--- config.mk ---
export PLATFORM = sky130hd
export DESIGN_NAME = y86_mem_arbiter
export DESIGN_NICKNAME = d
export VERILOG_FILES = /design/src/rtl/y86_mem_arbiter.sv
export SDC_FILE = /design/constraint.sdc
export NUM_CORES = 1
export LEC_CHECK = 0
export BUFFER_PORTS_ARGS = -buffer_cell sky130_fd_sc_hd__buf_2
export CORE_AREA = 2 2 118 120
export CTS_CLUSTER_SIZE = 10
export DETAILED_ROUTE_END_ITERATION = 8
export DIE_AREA = 0 0 120 122
export GPL_ROUTABILITY_DRIVEN = 0
export PLACE_DENSITY = 0.7
export SLEW_MARGIN = 10
export SYNTH_ARGS = -nofsm -noshare
export SYNTH_HDL_FRONTEND = slang
export SYNTH_SLANG_ARGS = --single-unit
--- constraint.sdc ---
create_clock -name clk -period 4.95 [get_ports clk]
set_clock_uncertainty 0.2 [all_clocks]
set_input_delay 0.99 -clock clk [delete_from_list [all_inputs] [get_ports clk]]
set_output_delay 0.99 -clock clk [all_outputs]
set_load 0.01 [all_outputs]
--- src/rtl/y86_mem_arbiter.sv ---
// y86_mem_arbiter: shares the y86_seq memory bus between the CPU and a
// burst DMA/debug master. The CPU always wins; DMA beats fill idle cycles.
module y86_mem_arbiter #(
  parameter int unsigned ADDR_STEP = 4,
  parameter int unsigned LEN_W     = 8
) (
  input  logic             clk,
  input  logic             rst,
  input  logic [31:0]      cpu_A,
  input  logic [31:0]      cpu_out,
  input  logic             cpu_WE,
  input  logic             cpu_RE,
  output logic [31:0]      cpu_in,
  input  logic             dma_req,
  input  logic             dma_we,
  input  logic [31:0]      dma_addr,
  input  logic [LEN_W-1:0] dma_len,
  input  logic [31:0]      dma_wdata,
  output logic             dma_wack,
  output logic [31:0]      dma_rdata,
  output logic             dma_rvalid,
  output logic             dma_busy,
  output logic             dma_done,
  output logic [31:0]      mem_addr,
  output logic [31:0]      mem_wdata,
  output logic             mem_we,
  output logic             mem_re,
  input  logic [31:0]      mem_rdata
);

  localparam logic [0:0] IDLE = 1'b0;
  localparam logic [0:0] BUSY = 1'b1;

  logic [0:0]       state;
  logic [31:0]      cur_addr;
  logic [LEN_W-1:0] remaining;
  logic             we_r;
  logic             cpu_act;
  logic             beat;

  assign cpu_act  = cpu_WE | cpu_RE;
  assign beat     = (state == BUSY) && !cpu_act;
  assign dma_busy = (state == BUSY);
  assign dma_wack = beat & we_r;
  assign cpu_in   = mem_rdata;

  always_comb begin
    mem_addr  = '0;
    mem_wdata = '0;
    mem_we    = 1'b0;
    mem_re    = 1'b0;
    unique case (1'b1)
      cpu_act: begin
        mem_addr  = cpu_A;
        mem_wdata = cpu_out;
        mem_we    = cpu_WE;
        mem_re    = cpu_RE;
      end
      beat: begin
        mem_addr  = cur_addr;
        mem_wdata = we_r ? dma_wdata : '0;
        mem_we    = we_r;
        mem_re    = !we_r;
      end
      default: ;
    endcase
  end

  always_ff @(posedge clk) begin
    if (rst) begin
      state      <= IDLE;
      cur_addr   <= '0;
      remaining  <= '0;
      we_r       <= 1'b0;
      dma_done   <= 1'b0;
      dma_rvalid <= 1'b0;
      dma_rdata  <= '0;
    end else begin
      dma_done   <= 1'b0;
      dma_rvalid <= 1'b0;
      unique case (state)
        IDLE: begin
          if (dma_req) begin
            if (dma_len != '0) begin
              cur_addr  <= dma_addr;
              remaining <= dma_len;
              we_r      <= dma_we;
              state     <= BUSY;
            end else begin
              dma_done <= 1'b1;
            end
          end
        end
        BUSY: begin
          if (beat) begin
            cur_addr  <= cur_addr + 32'(ADDR_STEP);
            remaining <= remaining - LEN_W'(1);
            if (!we_r) begin
              dma_rdata  <= mem_rdata;
              dma_rvalid <= 1'b1;
            end
            if (remaining == LEN_W'(1)) begin
              state    <= IDLE;
              dma_done <= 1'b1;
            end
          end
        end
        default: state <= IDLE;
      endcase
    end
  end

endmodule

==> results.txt, run 1 <==
- Post-synth ARST share: 0%
* Post-synthesis share of cell area spent on xor and xnor gates: 0%
* Critical R2R Capture: cur_addr[18]
- Of the synthesized area, sequential elements account for 31.2%.
* Number of antenna violations at the first check in global routing: 1
- The floorplan step set the die height to 122 um.
* Post-detailed-route DRC marker count: 0
- The tightest min-delay check is of the reg -> reg type.
* Max-Slew Margin vs Limit: 26.9%
- The most numerous cell type found on the critical path is sky130_fd_sc_hd__buf_2.
- The worst hold path passes through 2 cells.
- Antenna Violating Nets Remaining: 0
* Share of the synthesized area in compound gates (AO/OA/AOI/OAI): 26.4%
* Clk pwr share: 37.0%
- The final layout contains 1,100 nets.
- The path with the worst hold slack has its endpoint at dma_rdata[29].
* Leakage: 2.96 nW
- Largest family of logic cells by synthesized area: simple AND/OR/NAND/NOR gates
* Highest net fanout along the worst path: 50
* Count of cell instances traversed by the critical path: 5
* Final hold violation count: 0
* Layout Cell Area excl Fill: 6500 um^2
* Net Count, Synth: 861
- Sequential cells burn 39.8% of the power.
- For this design the total switching power over the nets is 0.000562 W.
- Final global-route overflow total: 0
- Derived from the worst setup path, the maximum achievable clock frequency is 0.263 GHz.
* Crit path DAT: 2610 ps
- Measured against the total synthesized area, the mux share comes to 2.34%.
* Number of failing setup endpoints in the final timing report: 0
- Standard-cell row count: 43
- Setup repair after global routing left no endpoint under its margin.
- Before CTS, the worst setup slack after placement is 1170 ps.
- Series of cell instances along the critical path: buf_2 -> or2_2 -> buf_4 -> a22o_1 -> buf_2
* Synth cell types: 55
- The largest single stage delay on the critical path is 690 ps.
- Hpwl dp: 14.2 mm
- Power spread over the standard cell area amounts to 266 nW/um^2.
* Kind of start point of the critical path: primary input
* Count of warnings emitted by yosys: 0
* TritonCTS Buffers: 9
* Layout cell share with drive strength beyond 1: 37.8%
* Antenna diode count: 0
- After routing, the total negative slack on setup checks comes to 0 ps.
- Via density per instance: 5.22
- H-tree depth: 3
* Post-route core utilization: 48.1%
- Synthesis produced 684 cells.
- The floorplan step defined a die boundary enclosing 14,600 um^2.
- Flip-flop and latch count after synthesis: 76
* Fraction of the mapped netlist area in simple logic gates: 28.4%
* Buffering stage count on the worst path with inverters included: 3
- Max-cap violations: 0
- The area growth from synthesis to layout is 33.3%.
- Launching point of the worst reg2reg path: dma_busy
* Setup Crit Path Kind: in -> out
- In the synthesized netlist the dominant register cell turns out to be sky130_fd_sc_hd__dfxtp_1.
- Data on the critical path is required at its endpoint by 3760 ps.
* Net Sw Frac: 32.6%
* R2R Setup Slk: 1880 ps
- In the final routed layout, each cell accounts on average for 17.3 um.
- Number of enable flip-flop cells after synthesis: 0
* Critical Path End Type: primary output
- Of the total power, combinational logic draws 23.2%.
* Cell family with the largest share of critical-path delay: simple AND/OR/NAND/NOR gates
* Die Width: 120 um
* Number of buffers added on ports: 307
- Number of instances resized during post-cts repair: 0
- The cell area that synthesis handed to floorplanning was 4870 um^2.
- Iteration-0 DRC count of the detailed router: 391
- TritonCTS built the clock tree.
- Clock-pin slew was measured on the worst setup and hold paths at 60 ps.
- The max-slew violation total from the final report is 0.
- Max stage delay cell, worst path: sky130_fd_sc_hd__or2_2
- Initial Util: 36.1%
- Gr usage total: 24.6%
- Root Buffer: sky130_fd_sc_hd__clkbuf_16
- Internal Power: 0.00116 W
* Cts hold-fix bufs: 0
- Area inside the core boundary: 13,500 um^2
- Num ports: 308
- For the pin with the worst max-slew slack, the measured transition is 1090 ps.
- Number of search-and-repair iterations in the first detailed-routing pass: 5
- Buffer levels on the longest clock path: 2
* Final hold slack: 250 ps
- The routed design has 19.1 mm of wire.
* Vias post-DR: 5,784
- Postcts setup bufs: 0
- Maximum number of pins on one net before global-route repair: 76
- The worst path uses 76.7% of the clock period.
- Summing all placed instances gives a cell area of 6210 um^2.
- The clock reaches the later pin of the worst-skew pair after 340 ps.
- The via count of the first global-routing pass is 5,112.
- After Yosys synthesis, full adders, half adders and majority gates account for 0.770% of the synthesized area.
- CTS sink cnt: 76
- Maximum VDD drop: 0.000200 V
* Synth Area per Inst: 7.12 um^2
- The routed design could run at a clock period as short as 3800 ps.
- The worst hold path begins at dma_rdata[29].
* First-pass GRT wire length: 27.6 mm
- Cell count of the worst reg-to-reg path: 6
- Result of the run: complete, no violations
* PnR worst setup slack: 1150 ps
stage by stage:
stage | power [W] | cells
final | 0.00173 | 1108
after global routing | 0.00181 | 1108
after CTS | 0.00174 | 1108
after detailed placement | 0.00110 | 1092
after global placement | 0.00110 | 1092
after floorplan | 0.000932 | 684
sequential cells by signal, summed over array words and instances (netlist names):
register    flops
remaining       8
dma_rvalid      1
we_r            1
dma_rdata      32
cur_addr       32
dma_busy        1
dma_done        1
power by group through the flow:
stage	clock network [W]	logic (W)	registers (W)
floorplan	0	0.000243	0.000689
global placement	0	0.000397	0.000699
detailed placement	0	0.000399	0.000700
CTS	0.000651	0.000402	0.000686
global route	0.000675	0.000442	0.000693
finish	0.000638	0.000401	0.000687
kinds of logic after synthesis:
group,Yosys count
muxes,11
AOI/OAI and AO/OA,206
DFF,76
and+or+nand+nor,291
buffers and inverters,97
adders and majority gates,3
how the worst max path moves through the flow:
| stage | from | end | slack [ps] |
|---|---|---|---|
| 6_report | cpu_WE | mem_addr[21] | 1150 |
| 5_1_grt | cpu_WE | mem_addr[30] | 980 |
| 4_1_cts | cpu_WE | mem_addr[30] | 1170 |
| 3_5_place_dp | cpu_WE | mem_addr[30] | 1170 |
| 3_3_place_gp | cpu_WE | mem_addr[21] | 1180 |
| 2_1_floorplan | cpu_WE | mem_wdata[14] | 1720 |
area by class of cell:
cell class	count	area (um^2)
fill	1412	7010
multi-input combinational	511	2830
timing repair buffer	316	1600
sequential	76	1520
clock buffer	9	225
tap	180	225
clock inverter	7	57.6
inverter	9	33.8
cell usage after synthesis (8+ instances only):
master | n | area, um^2
sky130_fd_sc_hd__nand3_1 | 21 | 105
sky130_fd_sc_hd__nor2b_1 | 11 | 68.8
sky130_fd_sc_hd__dfxtp_1 | 76 | 1520
sky130_fd_sc_hd__nor3_1 | 14 | 70.1
sky130_fd_sc_hd__nor4_1 | 13 | 81.3
sky130_fd_sc_hd__a21oi_1 | 72 | 360
sky130_fd_sc_hd__mux2i_1 | 8 | 80.1
sky130_fd_sc_hd__and3_1 | 10 | 62.6
sky130_fd_sc_hd__buf_2 | 15 | 75.1
sky130_fd_sc_hd__a211oi_1 | 8 | 60.1
sky130_fd_sc_hd__o21ai_0 | 56 | 280
sky130_fd_sc_hd__a22o_1 | 33 | 289
sky130_fd_sc_hd__nor2_1 | 26 | 97.6
sky130_fd_sc_hd__buf_4 | 34 | 255
sky130_fd_sc_hd__nand2_1 | 158 | 593
sky130_fd_sc_hd__clkbuf_1 | 33 | 124
sky130_fd_sc_hd__nand4_1 | 11 | 68.8
routing by layer:
layer / vias up / wire, um / part of all wire [%] / GRT usage [%]
li1: 2869 / - / - / -
met1: 2660 / 7750 / 40 / 30.7
met2: 229 / 9240 / 48 / 40.5
met3: 24 / 1770 / 9.2 / 7.26
met4: 2 / 376 / 2.0 / 8.60
met5: - / 13 / 0.068 / 0
worst register-to-register path, stage by stage (launching register included):
cell,delay (ps)
sky130_fd_sc_hd__dfxtp_2,410
sky130_fd_sc_hd__buf_4,630
sky130_fd_sc_hd__nor2b_1,250
sky130_fd_sc_hd__o21ai_4,210
sky130_fd_sc_hd__nand2_1,730
sky130_fd_sc_hd__o221ai_1,430
sky130_fd_sc_hd__a21oi_1,70
cells in the final DEF, fill, tap and decap left out, drive strengths merged, types with 11 or more instances in the layout:
master and count:
nand2 158, nor3 15, dfxtp 76, nor2b 11, a21oi 72, nor4 14, buf 316, nor2 27
o21ai 59, nand4 11, a22o 33, nand3 23
(Power assumes the default switching activity.)
==> inputs of run 2 (changes only) <==
ABC_AREA = 1   (was default)
CORE_AREA = 2 2 121 123   (was 2 2 118 120)
DIE_AREA = 0 0 123 125   (was 0 0 120 122)
clock period = 3.9 ns   (was 4.95 ns; I/O delays follow)
==> results.txt, run 2 <==
- Result of the run: complete, no violations
- The met2 usage came to 38.3% (-2.2 points).
- TritonCTS built the clock tree.
- The number of antenna violations at the first check in global routing was 2 (+1).
* Number of search-and-repair iterations in the first detailed-routing pass: 5 (unchanged)
- The hold violation total from the final report is 0 (unchanged).
* Cts hold-fix bufs: 0 (unchanged)
- The worst hold path belongs to the class reg -> reg.
- The fraction of synthesized cell area taken by the top area cell type was 29.2% (-2.0 points).
- Kind of start point of the critical path: flop
- The via count of the first global-routing pass came to 5,625 (+10%).
* Buffering stage count on the worst path with inverters included: 2 (-1)
* Layout Cell Area excl Fill: 6920 um^2 (+6.5%)
- Total Die Area: 15,400 um^2 (+5.0%)
* Cell accounting for the most synthesized area: sky130_fd_sc_hd__dfxtp_1
- Highest-count cells in the layout ignoring fill and taps: 307 x sky130_fd_sc_hd__buf_2, 249 x sky130_fd_sc_hd__nand2_1, 159 x sky130_fd_sc_hd__nor2_1
- The number of antenna diodes was 0 (unchanged).
* Worst Path Required: 2920 ps (-840 ps)
- Leakage: 3.34 nW (+13%)
* Tcrit/Tclk final: 74.8%
- Net Sw Frac: 29.7% (-2.8 points)
* Buffer levels on the longest clock path: 2 (unchanged)
- The global-route wire length before repair is 28.3 mm (+2.5%).
* Die Width: 123 um (+2.5%)
- The cell depth of the worst hold path was 2 (unchanged).
* Sequential power share: 37.5% (-2.3 points)
* Final global-route overflow total: 0 (unchanged)
- Cell family with the largest share of critical-path delay: flip-flops
* Number of enable flip-flop cells after synthesis: 0 (unchanged)
- The worst register-to-register path begins at dma_busy.
- The net count after synthesis is 1,074 (+25%).
- Count of warnings emitted by yosys: 0 (unchanged)
* Post-layout min period: 2920 ps
- Antenna Violating Nets Remaining: 0 (unchanged)
- Instance area at placement: 6580 um^2 (+6.0%)
* Register clock-pin slew on the reported worst setup and hold paths: 60 ps (about the same)
- Critical Path End Type: primary output
- List of most frequent post-synthesis cells: 249 x sky130_fd_sc_hd__nand2_1, 159 x sky130_fd_sc_hd__nor2_1, 154 x sky130_fd_sc_hd__o21ai_0, 76 x sky130_fd_sc_hd__dfxtp_1, 54 x sky130_fd_sc_hd__inv_1
* Slew at the pin closest to its max-slew limit: 962 ps (-132 ps)
* Post-Synthesis Cells: 897 (+31%)
- The worst hold path begins at cur_addr[31].
- Most frequently used flop master after synthesis: sky130_fd_sc_hd__dfxtp_1
- Met3 track utilization from global routing: 6.30% (-0.96 points)
* Series of cell instances along the critical path: nand2_2 -> nor2_2 -> buf_4 -> nand2_1 -> nand2_1 -> buf_2
* Flip-flop and latch count after synthesis: 76 (unchanged)
* Crit path DAT: 1940 ps (-670 ps)
* Number of failing setup endpoints in the final timing report: 0 (unchanged)
* Signed area change from the synthesized netlist to the final layout: 33.0%
- The global routing usage on met1 is 29.7% (-1.0 points).
- The insertion delay to the later sink of the worst-skew pair was 340 ps (about the same).
- The distinct cell type count of the synthesized netlist is 31 (-44%).
- The worst-case reg-to-reg path depth is 6 (unchanged).
* Maximum VDD drop: 0.000257 V (+28%)
* Area inside the core boundary: 14,200 um^2 (+5.2%)
* Gr usage total: 23.3% (-1.3 points)
* R2R Setup Slk: 1480 ps (-400 ps)
- Root Buffer: sky130_fd_sc_hd__clkbuf_16
- The detail-routed net length per standard cell is 14.0 um (-19%).
- The number of buffers inserted by port buffering is 307 (unchanged).
* Clk pwr share: 40.3% (+3.3 points)
* TritonCTS Buffers: 9 (unchanged)
* Sequential fraction of the synthesis area: 29.2% (-2.0 points)
* Postcts setup bufs: 0 (unchanged)
- Total Power Consumption: 0.00236 W (+37%)
- The number of max-cap violations came to 0 (unchanged).
* Initial Util: 36.6% (+0.55 points)
- Layer with the highest usage: met2
- Biggest cell delay along the critical path: 660 ps (-30 ps)
* Maximum number of pins on one net before global-route repair: 66 (-13%)
- The ratio of routed vias to standard cells was 4.89 (-6.3%).
- In this run the critical register-to-register path is captured at dma_rdata[12].
- The max-slew headroom at the worst pin was 35.8% (+8.9 points).
- Dominant cell by count in the synthesized netlist: sky130_fd_sc_hd__nand2_1
* Vias post-DR: 6,518 (+13%)
- After synthesis, the cell types taking the most area are sky130_fd_sc_hd__dfxtp_1 29%, sky130_fd_sc_hd__nand2_1 18%, sky130_fd_sc_hd__o21ai_0 15%, sky130_fd_sc_hd__nor2_1 11%, sky130_fd_sc_hd__buf_4 4.9%.
- The largest registers in the layout are cur_addr: 32 flops, dma_rdata: 32 flops, remaining: 8 flops.
- The net count of the finished layout came to 1,320 (+20%).
* Setup repair after global routing missed its margin: false
* Max-slew violation count: 0 (unchanged)
- Hpwl dp: 14.1 mm (-1.2%)
* Internal Power: 0.00166 W (+43%)
- The critical path is of the reg -> out type.
- Critical path's most frequent cell: sky130_fd_sc_hd__nand2_1
* Post-synthesis instance area: 5200 um^2 (+6.8%)
- Post-detailed-route DRC marker count: 0 (unchanged)
* Post-synth ARST share: 0% (unchanged)
* Timing-limited maximum frequency: 0.343 GHz
- The height of the chip is 125 um (+2.5%).
- CTS sink cnt: 76 (unchanged)
- The number of levels in the clock H-tree was 3 (unchanged).
- Synth Area per Inst: 5.80 um^2 (-19%)
* Post-detailed-routing wire length: 18.6 mm (-2.9%)
- Most common cell after layout, fill and taps aside: sky130_fd_sc_hd__buf_2
* Number of instances resized during post-cts repair: 0 (unchanged)
* Count of cell instances traversed by the critical path: 6 (+1)
- Highest net fanout along the worst path: 34 (-32%)
* Iteration-0 DRC count of the detailed router: 432 (+10%)
* Layout cell share with drive strength beyond 1: 30.7% (-7.2 points)
- Final hold slack: 281 ps (+31.3 ps)
* Total power density per cell area: 341 nW/um^2 (+28%)
- The logic gate share of total power is 22.2% (-1.0 points).
- Num ports: 308 (unchanged)
- The largest individual stage delay along the critical path comes from the cell sky130_fd_sc_hd__dfxtp_2.
* Hold-critical path endpoint: cur_addr[31]
* Net switching power: 0.000703 W (+25%)
- The cell row count is 44 (+2.3%).
* Sum of negative setup slack: 0 ps (unchanged)
-- run 2: final cells by class --
type / count / area (um^2)
clock inverters: 3 / 67.6
inverters: 56 / 213
clock buffers: 13 / 270
flip-flops and latches: 76 / 1520
fillers: 1588 / 7280
well taps: 184 / 230
multi-input cells: 683 / 3010
repair buffers: 317 / 1610
-- run 2: how the worst max path moves through the flow --
stage	startpoint	endpoint	slack (ps)
after global placement	cpu_WE	mem_addr[3]	1090
after detailed placement	cpu_WE	mem_wdata[22]	1060
final	dma_busy	mem_wdata[30]	980
after CTS	dma_busy	mem_wdata[22]	950
after floorplan	cpu_WE	mem_wdata[14]	1230
after global routing	dma_busy	mem_wdata[6]	820
-- run 2: stage by stage --
| stage | utilization [%] | worst slack [ps] | std cells |
|---|---|---|---|
| 6_report | 48.7 | 984 | 1332 |
| 5_1_grt | 48.7 | 815 | 1332 |
| 4_1_cts | 48.7 | 951 | 1332 |
| 3_5_place_dp | 46.4 | 1060 | 1316 |
| 3_3_place_gp | 46.4 | 1090 | 1316 |
| 2_1_floorplan | - | 1230 | 897 |
-- run 2: layer usage --
layer	part of all wire [%]	vias to the layer above	routed length [um]
met3	8.0	25	1490
li1	-	3338	-
met1	43	2892	7950
met4	1.8	4	328
met2	47	259	8800
met5	0.15	-	27
-- run 2: logic make-up after synthesis --
| kind of cell | count (synthesis) | share of synthesized area (%) |
|---|---|---|
| DFF | 76 | 29.2 |
| buffers and inverters | 138 | 13.0 |
| AOI/OAI and AO/OA | 212 | 20.8 |
| adders and majority gates | 3 | 0.721 |
| and+or+nand+nor | 464 | 35.5 |
| xor gates and xnor gates | 4 | 0.673 |
-- run 2: power groups by stage --
| stage | combinational [W] | sequential (W) | clock (W) |
|---|---|---|---|
| after floorplan | 0.000328 | 0.000889 | 0 |
| after global placement | 0.000523 | 0.000901 | 0 |
| after detailed placement | 0.000526 | 0.000901 | 0 |
| after CTS | 0.000528 | 0.000885 | 0.000970 |
| after global routing | 0.000593 | 0.000894 | 0.00100 |
| final | 0.000525 | 0.000886 | 0.000952 |
-- run 2: tightest hold or removal path, delay by kind of cell (launching register included) --
kind / cells / cell delay [ps]
simple gates: 1 / 60
flops: 1 / 320
compound gates: 1 / 50
==> inputs of run 3 (changes only) <==
ABC_AREA = 0   (was 1)
CORE_AREA = 2 2 119 121   (was 2 2 121 123)
DIE_AREA = 0 0 121 123   (was 0 0 123 125)
PLACE_DENSITY = 0.69   (was 0.7)
clock period = 3.03 ns   (was 3.9 ns; I/O delays follow)
==> results.txt, run 3 (synthesis results as in run 1) <==
* Most common cell after layout, fill and taps aside: sky130_fd_sc_hd__buf_2
- Max stage delay cell, worst path: sky130_fd_sc_hd__dfxtp_2
* Initial Util: 35.8% (-0.83 points)
* Num ports: 308 (unchanged)
- H-tree depth: 3 (unchanged)
- Area inside the core boundary: 13,600 um^2 (-4.2%)
* Highest-count cells in the layout ignoring fill and taps: 307 x sky130_fd_sc_hd__buf_2, 158 x sky130_fd_sc_hd__nand2_1, 75 x sky130_fd_sc_hd__dfxtp_1
- Vias post-DR: 5,940 (-8.9%)
* Die Y: 123 um (-1.6%)
* Antenna diode count: 0 (unchanged)
* R2R Setup Slk: 740 ps (-740 ps)
- Timing would allow up to 0.367 GHz.
- The ratio of routed vias to standard cells came to 5.32 (+8.8%).
- TritonCTS built the clock tree.
- The leakage power summed over all cells is 3.02 nW (-9.5%).
- The max-slew headroom at the worst pin was 61.1% (+25 points).
- Die Width: 121 um (-1.6%)
- Worst Path Required: 2220 ps (-700 ps)
- Postcts setup bufs: 0 (unchanged)
* Slew at the pin closest to its max-slew limit: 583 ps (-379 ps)
- Compared with the post-synthesis result, the final layout area differs by 35.7%.
* First-pass GRT wire length: 29.7 mm (+4.9%)
- Standard-cell row count: 43 (-2.3%)
- The count of clock tree sinks came to 76 (unchanged).
- The buffer levels on the longest clock path came to 2 (unchanged).
* Post-layout min period: 2720 ps
- Register clock-pin slew on the reported worst setup and hold paths: 60 ps (about the same)
- The detailed-router iteration count before antenna repair is 6 (+1).
- The arrival time at the worst endpoint is 1920 ps (-20 ps).
* Hold Path Class: reg -> reg
- TritonCTS Buffers: 9 (unchanged)
- Sum of negative setup slack: 0 ps (unchanged)
- The maximum number of pins on one net before global-route repair is 78 (+18%).
- Total power density per cell area: 440 nW/um^2 (+29%)
- STA classifies the critical path endpoint as a primary output.
* Highest net fanout along the worst path: 33 (-2.9%)
- Final global-route overflow total: 0 (unchanged)
* Max-cap violations: 0 (unchanged)
- The DRC violation count after routing is 0 (unchanged).
- The number of gates resized after CTS was 0 (unchanged).
* Critical R2R Capture: cur_addr[30]
- The number of antenna violations at the first check in global routing came to 0 (-2).
- Launching point of the worst reg2reg path: cur_addr[2]
- The number of buffers inserted by port buffering is 307 (unchanged).
- Biggest registers after layout: cur_addr: 32 flops, dma_rdata: 32 flops, remaining: 8 flops
- The detail-routed net length per standard cell is 18.3 um (+31%).
* Hpwl dp: 15.7 mm (+11%)
* Result of the run: complete, no violations
* Max-slew violation count: 0 (unchanged)
* Tcrit/Tclk final: 89.9%
* Series of cell instances along the critical path: clkinv_1 -> nor3_2 -> and2_1 -> buf_4 -> a22o_1 -> buf_2
* Iteration-0 DRC count of the detailed router: 358 (-17%)
- The most critical setup path has its endpoint at mem_wdata[5].
* Post-detailed-routing wire length: 20.5 mm (+10%)
* NumNets Final: 1,108 (-16%)
* Root Buffer: sky130_fd_sc_hd__clkbuf_16
- Antenna Violating Nets Remaining: 0 (unchanged)
- The global-route usage over all layers came to 26.0% (+2.7 points).
* Via count of the first global-routing pass: 5,451 (-3.1%)
- By startpoint and endpoint, the worst setup path is classified as reg -> out.
- In this run the worst setup path begins at dma_busy.
* Total Power Consumption: 0.00291 W (+23%)
- The hold violation total from the final report was 0 (unchanged).
- Maximum VDD drop: 0.000340 V (+32%)
- The area of the die came to 14,900 um^2 (-3.2%).
- Biggest cell delay along the critical path: 390 ps (-270 ps)
- Kind of start point of the critical path: flop
* Cell count of the worst reg-to-reg path: 6 (unchanged)
* Setup repair after global routing missed its margin: false
* Number of failing setup endpoints in the final timing report: 0 (unchanged)
* Cts hold-fix bufs: 0 (unchanged)
- Clock insertion delay at the later pin of the skew report: 340 ps (about the same)
- Layout cell share with drive strength beyond 1: 38.2% (+7.6 points)
run 3: power breakdown:
part	switching [W]	internal, W	leakage (nW)	total, W
registers	0.0000663	0.00106	0.621	0.00112
clock network	0.000442	0.000662	0.142	0.00110
logic	0.000385	0.000296	2.26	0.000681
run 3: final cells by class:
| type | instances | area, um^2 |
|---|---|---|
| clock inverters | 5 | 58.8 |
| clock buffers | 11 | 243 |
| multi-input cells | 511 | 2830 |
| inverters | 9 | 33.8 |
| flip-flops and latches | 76 | 1520 |
| repair buffers | 324 | 1700 |
| well taps | 180 | 225 |
| fillers | 1428 | 7000 |
run 3: how the worst min path moves through the flow:
stage,start,endpoint,slack [ps],cells after the start
6_report,dma_rdata[27],dma_rdata[27],250,2
5_1_grt,dma_rdata[18],dma_rdata[18],270,2
4_1_cts,dma_rdata[6],dma_rdata[6],250,2
3_5_place_dp,dma_rdata[6],dma_rdata[6],240,2
3_3_place_gp,dma_rdata[9],dma_rdata[9],240,2
2_1_floorplan,remaining[7],remaining[7],250,2
run 3: layer usage:
layer / GRT usage, % / wire length [um] / vias up
met4: 11.8 / 850 / 0
met1: 31.5 / 8020 / 2729
li1: - / - / 2889
met5: 0 / 0 / -
met3: 7.20 / 1740 / 35
met2: 43.0 / 9850 / 287
run 3: metrics by stage:
stage	cell area (um^2)	hold slack (ps)	cells	worst slack [ps]	utilization, %
final	6610	250	1116	306	48.6
after global routing	6610	265	1116	172	48.6
after CTS	6610	251	1116	262	48.6
after detailed placement	6310	243	1100	327	46.4
after global placement	6310	239	1100	364	46.4
after floorplan	4870	254	684	475	-
run 3: worst max-delay path: cells and delay by family, from the launching register on:
kind	cells	cell delay [ps]
buffers and inverters	3	580
flip-flops	1	390
AND/OR/NAND/NOR	2	360
AO/OA/AOI/OAI	1	240
